--- src/rtl/pkg_ili9341.sv ---
// Shared constants for the ILI9341-side SPI responder.
package pkg_ili9341;

  localparam int unsigned SPI_WORD_W = 8;

  // FSM encoding
  localparam logic [0:0] S_IDLE  = 1'b0;
  localparam logic [0:0] S_SHIFT = 1'b1;

  // dcx meaning
  localparam logic DC_CMD  = 1'b0;
  localparam logic DC_DATA = 1'b1;

endpackage

--- src/rtl/spi_sync_edge.sv ---
// Multi-stage synchronizer for one asynchronous SPI pin, with rise/fall pulses.
module spi_sync_edge #(
  parameter int unsigned SYNC    = 2,     // synchronizer depth, minimum 2
  parameter logic        RST_VAL = 1'b0   // idle level of the pin
) (
  input  logic clk,
  input  logic rst,
  input  logic i_d,
  output logic o_q,
  output logic o_rise_c,
  output logic o_fall_c
);

  logic [SYNC-1:0] r_sync;
  logic            r_hist;

  // Shift the pin through the synchronizer and keep one cycle of history for edges
  always_ff @(posedge clk or negedge rst) begin
    if (!rst) begin
      r_sync <= {SYNC{RST_VAL}};
      r_hist <= RST_VAL;
    end else begin
      r_sync <= {r_sync[SYNC-2:0], i_d};
      r_hist <= r_sync[SYNC-1];
    end
  end

  assign o_q      = r_sync[SYNC-1];
  assign o_rise_c = r_sync[SYNC-1] & ~r_hist;
  assign o_fall_c = ~r_sync[SYNC-1] & r_hist;

endmodule

--- src/rtl/spi_slave_rx.sv ---
// SPI mode-0 responder sampled entirely in the clk domain: receives words on mosi, returns tx_data on miso.
module spi_slave_rx
  import pkg_ili9341::*;
#(
  parameter int unsigned DW    = SPI_WORD_W,
  parameter int unsigned CNT_W = 16,
  parameter int unsigned SYNC  = 2
) (
  input  logic             clk,
  input  logic             rst,
  input  logic             sck,
  input  logic             csx,
  input  logic             mosi,
  input  logic             dcx,
  output logic             miso,
  output logic [DW-1:0]    rx_data,
  output logic             rx_dc,
  output logic             rx_valid,
  input  logic             rx_ready,
  output logic             rx_overrun,
  input  logic             ovr_clr,
  output logic             frame_err,
  input  logic [DW-1:0]    tx_data,
  output logic             tx_taken,
  output logic [CNT_W-1:0] byte_cnt,
  output logic             busy
);

  localparam int unsigned    BCW      = $clog2(DW);
  localparam logic [BCW-1:0] BIT_LAST = BCW'(DW - 1);

  logic w_sck_rise, w_sck_fall, w_csx_rise, w_csx_fall, w_mosi, w_dcx;
  logic w_sck_lvl_unused, w_csx_lvl_unused;
  logic w_mosi_rise_unused, w_mosi_fall_unused, w_dcx_rise_unused, w_dcx_fall_unused;

  spi_sync_edge #(.SYNC(SYNC), .RST_VAL(1'b0)) u_sync_sck (
    .clk(clk), .rst(rst), .i_d(sck),
    .o_q(w_sck_lvl_unused), .o_rise_c(w_sck_rise), .o_fall_c(w_sck_fall));

  spi_sync_edge #(.SYNC(SYNC), .RST_VAL(1'b1)) u_sync_csx (
    .clk(clk), .rst(rst), .i_d(csx),
    .o_q(w_csx_lvl_unused), .o_rise_c(w_csx_rise), .o_fall_c(w_csx_fall));

  spi_sync_edge #(.SYNC(SYNC), .RST_VAL(1'b1)) u_sync_mosi (
    .clk(clk), .rst(rst), .i_d(mosi),
    .o_q(w_mosi), .o_rise_c(w_mosi_rise_unused), .o_fall_c(w_mosi_fall_unused));

  spi_sync_edge #(.SYNC(SYNC), .RST_VAL(DC_CMD)) u_sync_dcx (
    .clk(clk), .rst(rst), .i_d(dcx),
    .o_q(w_dcx), .o_rise_c(w_dcx_rise_unused), .o_fall_c(w_dcx_fall_unused));

  logic [0:0]       r_state,     w_state_nxt;
  logic [BCW-1:0]   r_bit_cnt,   w_bit_nxt;
  logic [CNT_W-1:0] r_byte_cnt,  w_byte_nxt;
  logic [DW-2:0]    r_rx_sr,     w_rx_sr_nxt;
  logic [DW-1:0]    r_tx_sr,     w_tx_sr_nxt;
  logic             r_skip_fall, w_skip_nxt;
  logic [DW-1:0]    r_rx_data,   w_rx_data_nxt;
  logic             r_rx_dc,     w_rx_dc_nxt;
  logic             r_rx_valid,  w_rx_valid_nxt;
  logic             r_overrun,   w_overrun_nxt;
  logic             r_frame_err, w_frame_err_nxt;
  logic             r_tx_taken,  w_tx_taken_nxt;
  logic             r_miso,      w_miso_nxt;
  logic             r_busy,      w_busy_nxt;
  logic [DW-1:0]    w_word;

  assign w_word = {r_rx_sr, w_mosi};

  // Next-state and next-output logic; a sck edge is handled before a coincident csx rise
  always_comb begin
    w_state_nxt     = r_state;
    w_bit_nxt       = r_bit_cnt;
    w_byte_nxt      = r_byte_cnt;
    w_rx_sr_nxt     = r_rx_sr;
    w_tx_sr_nxt     = r_tx_sr;
    w_skip_nxt      = r_skip_fall;
    w_rx_data_nxt   = r_rx_data;
    w_rx_dc_nxt     = r_rx_dc;
    w_rx_valid_nxt  = r_rx_valid & ~rx_ready;
    w_overrun_nxt   = r_overrun & ~ovr_clr;
    w_frame_err_nxt = 1'b0;
    w_tx_taken_nxt  = 1'b0;

    case (r_state)
      S_IDLE: begin
        if (w_csx_fall) begin
          w_state_nxt    = S_SHIFT;
          w_bit_nxt      = '0;
          w_byte_nxt     = '0;
          w_tx_sr_nxt    = tx_data;
          w_tx_taken_nxt = 1'b1;
          w_skip_nxt     = 1'b0;
        end
      end
      S_SHIFT: begin
        if (w_sck_rise) begin
          w_rx_sr_nxt = w_word[DW-2:0];
          if (r_bit_cnt == BIT_LAST) begin
            w_bit_nxt      = '0;
            w_tx_sr_nxt    = tx_data;
            w_tx_taken_nxt = 1'b1;
            w_skip_nxt     = 1'b1;
            if (r_byte_cnt != '1) begin
              w_byte_nxt = r_byte_cnt + CNT_W'(1);
            end
            if (!r_rx_valid || rx_ready) begin
              w_rx_data_nxt  = w_word;
              w_rx_dc_nxt    = w_dcx;
              w_rx_valid_nxt = 1'b1;
            end else begin
              w_overrun_nxt = 1'b1;
            end
          end else begin
            w_bit_nxt = r_bit_cnt + BCW'(1);
          end
        end else if (w_sck_fall) begin
          // the fall right after a boundary reload must keep the new MSB on miso
          if (r_skip_fall) begin
            w_skip_nxt = 1'b0;
          end else begin
            w_tx_sr_nxt = {r_tx_sr[DW-2:0], 1'b1};
          end
        end
        if (w_csx_rise) begin
          w_state_nxt     = S_IDLE;
          w_frame_err_nxt = (w_bit_nxt != '0);
          w_bit_nxt       = '0;
          w_rx_sr_nxt     = '1;
          w_skip_nxt      = 1'b0;
        end
      end
      default: w_state_nxt = S_IDLE;
    endcase

    w_busy_nxt = (w_state_nxt == S_SHIFT);
    w_miso_nxt = w_busy_nxt ? w_tx_sr_nxt[DW-1] : 1'b1;
  end

  // State and output registers
  always_ff @(posedge clk or negedge rst) begin
    if (!rst) begin
      r_state     <= S_IDLE;
      r_bit_cnt   <= '0;
      r_byte_cnt  <= '0;
      r_rx_sr     <= '1;
      r_tx_sr     <= '1;
      r_skip_fall <= 1'b0;
      r_rx_data   <= '0;
      r_rx_dc     <= 1'b0;
      r_rx_valid  <= 1'b0;
      r_overrun   <= 1'b0;
      r_frame_err <= 1'b0;
      r_tx_taken  <= 1'b0;
      r_miso      <= 1'b1;
      r_busy      <= 1'b0;
    end else begin
      r_state     <= w_state_nxt;
      r_bit_cnt   <= w_bit_nxt;
      r_byte_cnt  <= w_byte_nxt;
      r_rx_sr     <= w_rx_sr_nxt;
      r_tx_sr     <= w_tx_sr_nxt;
      r_skip_fall <= w_skip_nxt;
      r_rx_data   <= w_rx_data_nxt;
      r_rx_dc     <= w_rx_dc_nxt;
      r_rx_valid  <= w_rx_valid_nxt;
      r_overrun   <= w_overrun_nxt;
      r_frame_err <= w_frame_err_nxt;
      r_tx_taken  <= w_tx_taken_nxt;
      r_miso      <= w_miso_nxt;
      r_busy      <= w_busy_nxt;
    end
  end

  assign miso       = r_miso;
  assign rx_data    = r_rx_data;
  assign rx_dc      = r_rx_dc;
  assign rx_valid   = r_rx_valid;
  assign rx_overrun = r_overrun;
  assign frame_err  = r_frame_err;
  assign tx_taken   = r_tx_taken;
  assign byte_cnt   = r_byte_cnt;
  assign busy       = r_busy;

endmodule
--- config.mk ---
export PLATFORM = sky130hd
export DESIGN_NAME = spi_slave_rx
export DESIGN_NICKNAME = d
export VERILOG_FILES = /design/src/rtl/pkg_ili9341.sv /design/src/rtl/spi_sync_edge.sv /design/src/rtl/spi_slave_rx.sv
export SDC_FILE = /design/constraint.sdc
export NUM_CORES = 1
export LEC_CHECK = 0
export CORE_MARGIN = 5
export CORE_UTILIZATION = 55
export CTS_BUF_LIST = sky130_fd_sc_hd__clkbuf_8
export CTS_CLUSTER_DIAMETER = 50
export DETAILED_ROUTE_END_ITERATION = 7
export HOLD_SLACK_MARGIN = 0.15
export PLACE_DENSITY = 0.86
export SETUP_SLACK_MARGIN = 0.02
export SLEW_MARGIN = 30
export SYNTH_ARGS = -nofsm -noshare
export SYNTH_HDL_FRONTEND = slang
export SYNTH_HIERARCHICAL = 1
export SYNTH_SLANG_ARGS = --single-unit
--- constraint.sdc ---
create_clock -name clk -period 2.7 [get_ports clk]
set_input_delay 0.81 -clock clk [delete_from_list [all_inputs] [get_ports clk]]
set_output_delay 0.81 -clock clk [all_outputs]
set_load 0.02 [all_outputs]
==> qor.log <==
INFO  status         status=complete, no violations
INFO  pwr            leakage_power_total=1.56nW
INFO  finish         most_frequent_cells_in_the_layout=clkdlybuf4s50_1 (45), dfrtp_1 (39), dfstp_2 (21)
INFO  die            die_area=6530squm
INFO  critical_path  timing.critical_path.fanout_max=15
INFO  drt            drt_iter0_markers=136
INFO  clock_tree     clock_sink_count=60
INFO  yosys          syn_nets=252
INFO  timing         count_of_final_hold_check_violations=0
INFO  clock_tree     path_clk_slew=0.06ns
INFO  finish         drive_gt1_share=22.1%
INFO  clock_tree     ctsHtreeMaxLevel=3
INFO  yosys          synthCells=233
INFO  critical_path  critical-path-max-stage-delay=0.71ns
INFO  timing         rsz0062_at_grt=false
INFO  timing         worst_clock_skew=0.00606ns
INFO  timing         layout_min_cycle_time=2.51ns
INFO  finish         mostFrequentLayoutCell=clkdlybuf4s50_1
INFO  drt            drtAntennaViolNets=0
INFO  clock_tree     postCtsSetupBuffers=0
INFO  place          globalplace.congestion=0.827
INFO  yosys          yosysWarningCount=6
INFO  yosys          syn-mean-instance-area=11.8squm
INFO  critical_path  critical_path.slowest_cell=clkdlybuf4s50_1
INFO  critical_path  cp_cell_sequence=clkdlybuf4s50_1
INFO  critical_path  arrival=1.70ns
INFO  clock_tree     postCtsHoldBufs=0
INFO  clock_tree     clk_root_buffer_cell=clkbuf_8
INFO  grt            vias_in_the_first_global_route=2012
INFO  clock_tree     cts-resized-gates=0
INFO  clock_tree     cts-root-to-sink-buffers=2
INFO  finish         diodes=0
INFO  critical_path  kind_of_critical_path=reg2out
INFO  clock_tree     worstSkewPairLatency=0.33ns
INFO  grt            grtUsageTotal=19.9%
INFO  clock_tree     cts-buffers-inserted=9
INFO  grt            grt_antenna_before_repair=0
INFO  pwr            total_power=2.33mW
INFO  worst_hold_path worst_hold_path_type=reg2reg
INFO  drt            drcViolationCount=0
INFO  pwr            power.density=670nW/um^2
INFO  die            design.portCount=47
INFO  finish         net_total_in_the_final_layout=304
INFO  critical_path  worst_ep_required_time=1.89ns
INFO  job            maxCapViolations=0
INFO  drt            via_count=2077
INFO  timing         timing.final.max_slew_violations=0
INFO  die            chipHeight=80.8um
INFO  yosys          post_synth_instance_area=2760squm
INFO  finish         utilization=72.5%
INFO  clock_tree     tritoncts_clock_tree=done
INFO  finish         synthToLayoutAreaGrowth=25.9%
INFO  grt            maximum_number_of_pins_on_one_net_before_global_route_repair=27
INFO  grt            wire_length_of_the_first_global_routing_pass=9780um
INFO  critical_path  timing.critical_path.buf_inv=1
INFO  place          half_perimeter_wire_length_of_the_detailed_placement_result=3930um
INFO  die            starting_utilization_of_the_core_area=57.6%
INFO  place          buffer_ports.inserted=46
INFO  die            fp.dieW=80.8um
INFO  timing         fmax=399MHz
INFO  timing         hold_ws=0.347ns
INFO  timing         layout_worst_path_cycle_share=92.8%
INFO  grt            grt_remaining_overflow=0
INFO  drt            drt_first_pass_iters=5
INFO  timing         setup-violations-final=0
INFO  drt            routed_wire_length_per_instance=16.3um
INFO  timing         slew_headroom=60.1%
INFO  timing         finalSetupTns=0ns
INFO  drt            via_per_inst=5.82
INFO  die            core_area=4790squm
INFO  critical_path  endpoint_kind=output pin
INFO  die            core.rowCount=25
INFO  critical_path  setup.worst_path.start_class=register
INFO  timing         worst_slew_pin_slew=0.599ns
INFO  critical_path  critical-path-top-delay-family=buffers and inverters
INFO  pwr            peakVddDrop=0.000436V
INFO  drt            detail_route.wirelength=5810um
## registers in the layout (all words and copies together), names as in the netlist, 2 cells and up
| name | flops |
|---|---|
| byte_cnt | 16 |
| r_tx_sr | 8 |
| rx_data | 8 |
| r_rx_sr | 7 |
| r_bit_cnt | 3 |
| u_sync_csx/r_sync | 2 |
| u_sync_dcx/r_sync | 2 |
| u_sync_mosi/r_sync | 2 |
| u_sync_sck/r_sync | 2 |
## worst paths after layout
path | from | end | slack, ns | cells past startpoint
worst max-delay path | busy | busy | 0.19 | 1
worst min-delay path | u_sync_sck/r_sync[0] | u_sync_sck/r_sync[1] | 0.35 | 0
worst max register to register | r_bit_cnt[0] | byte_cnt[9] | 0.48 | 6
worst min register to register | u_sync_sck/r_sync[0] | u_sync_sck/r_sync[1] | 0.35 | 0
max in group asynchronous | rst | u_sync_csx/r_sync[0] | 1.47 | 2
min in group asynchronous | rst | byte_cnt[13] | 0.48 | 1
## power by group
part           switching (mW)  internal, mW  total (mW)
Clock                   0.323         0.398       0.722
Sequential              0.113          1.08        1.19
Combinational           0.201         0.209       0.410
## through the flow
stage / instances / cell area [sq um] / worst slack (ns)
2_1_floorplan: 233 / 2760 / 0.730
3_3_place_gp: 341 / 3290 / 0.412
3_5_place_dp: 341 / 3290 / 0.371
4_1_cts: 357 / 3470 / 0.176
5_1_grt: 357 / 3470 / 0.121
6_report: 357 / 3470 / 0.194
## cell type report
cell class / count / area [sq um]
Clock buffer: 12 / 165
Timing Repair Buffer: 52 / 500
Clock inverter: 4 / 17.5
Multi-Input combinational cell: 149 / 1130
Sequential cell: 60 / 1530
Inverter: 13 / 48.8
Fill cell: 335 / 1320
Tap cell: 67 / 83.8
## routing by layer
metal	global-route usage (%)	routed length, um	vias to the layer above
met4	10.6	114	0
met5	0	0	-
met1	26.5	2480	1002
met2	31.0	2840	78
li1	-	-	983
met3	3.66	380	14
Note: power is estimated with default switching activity, not from simulation.
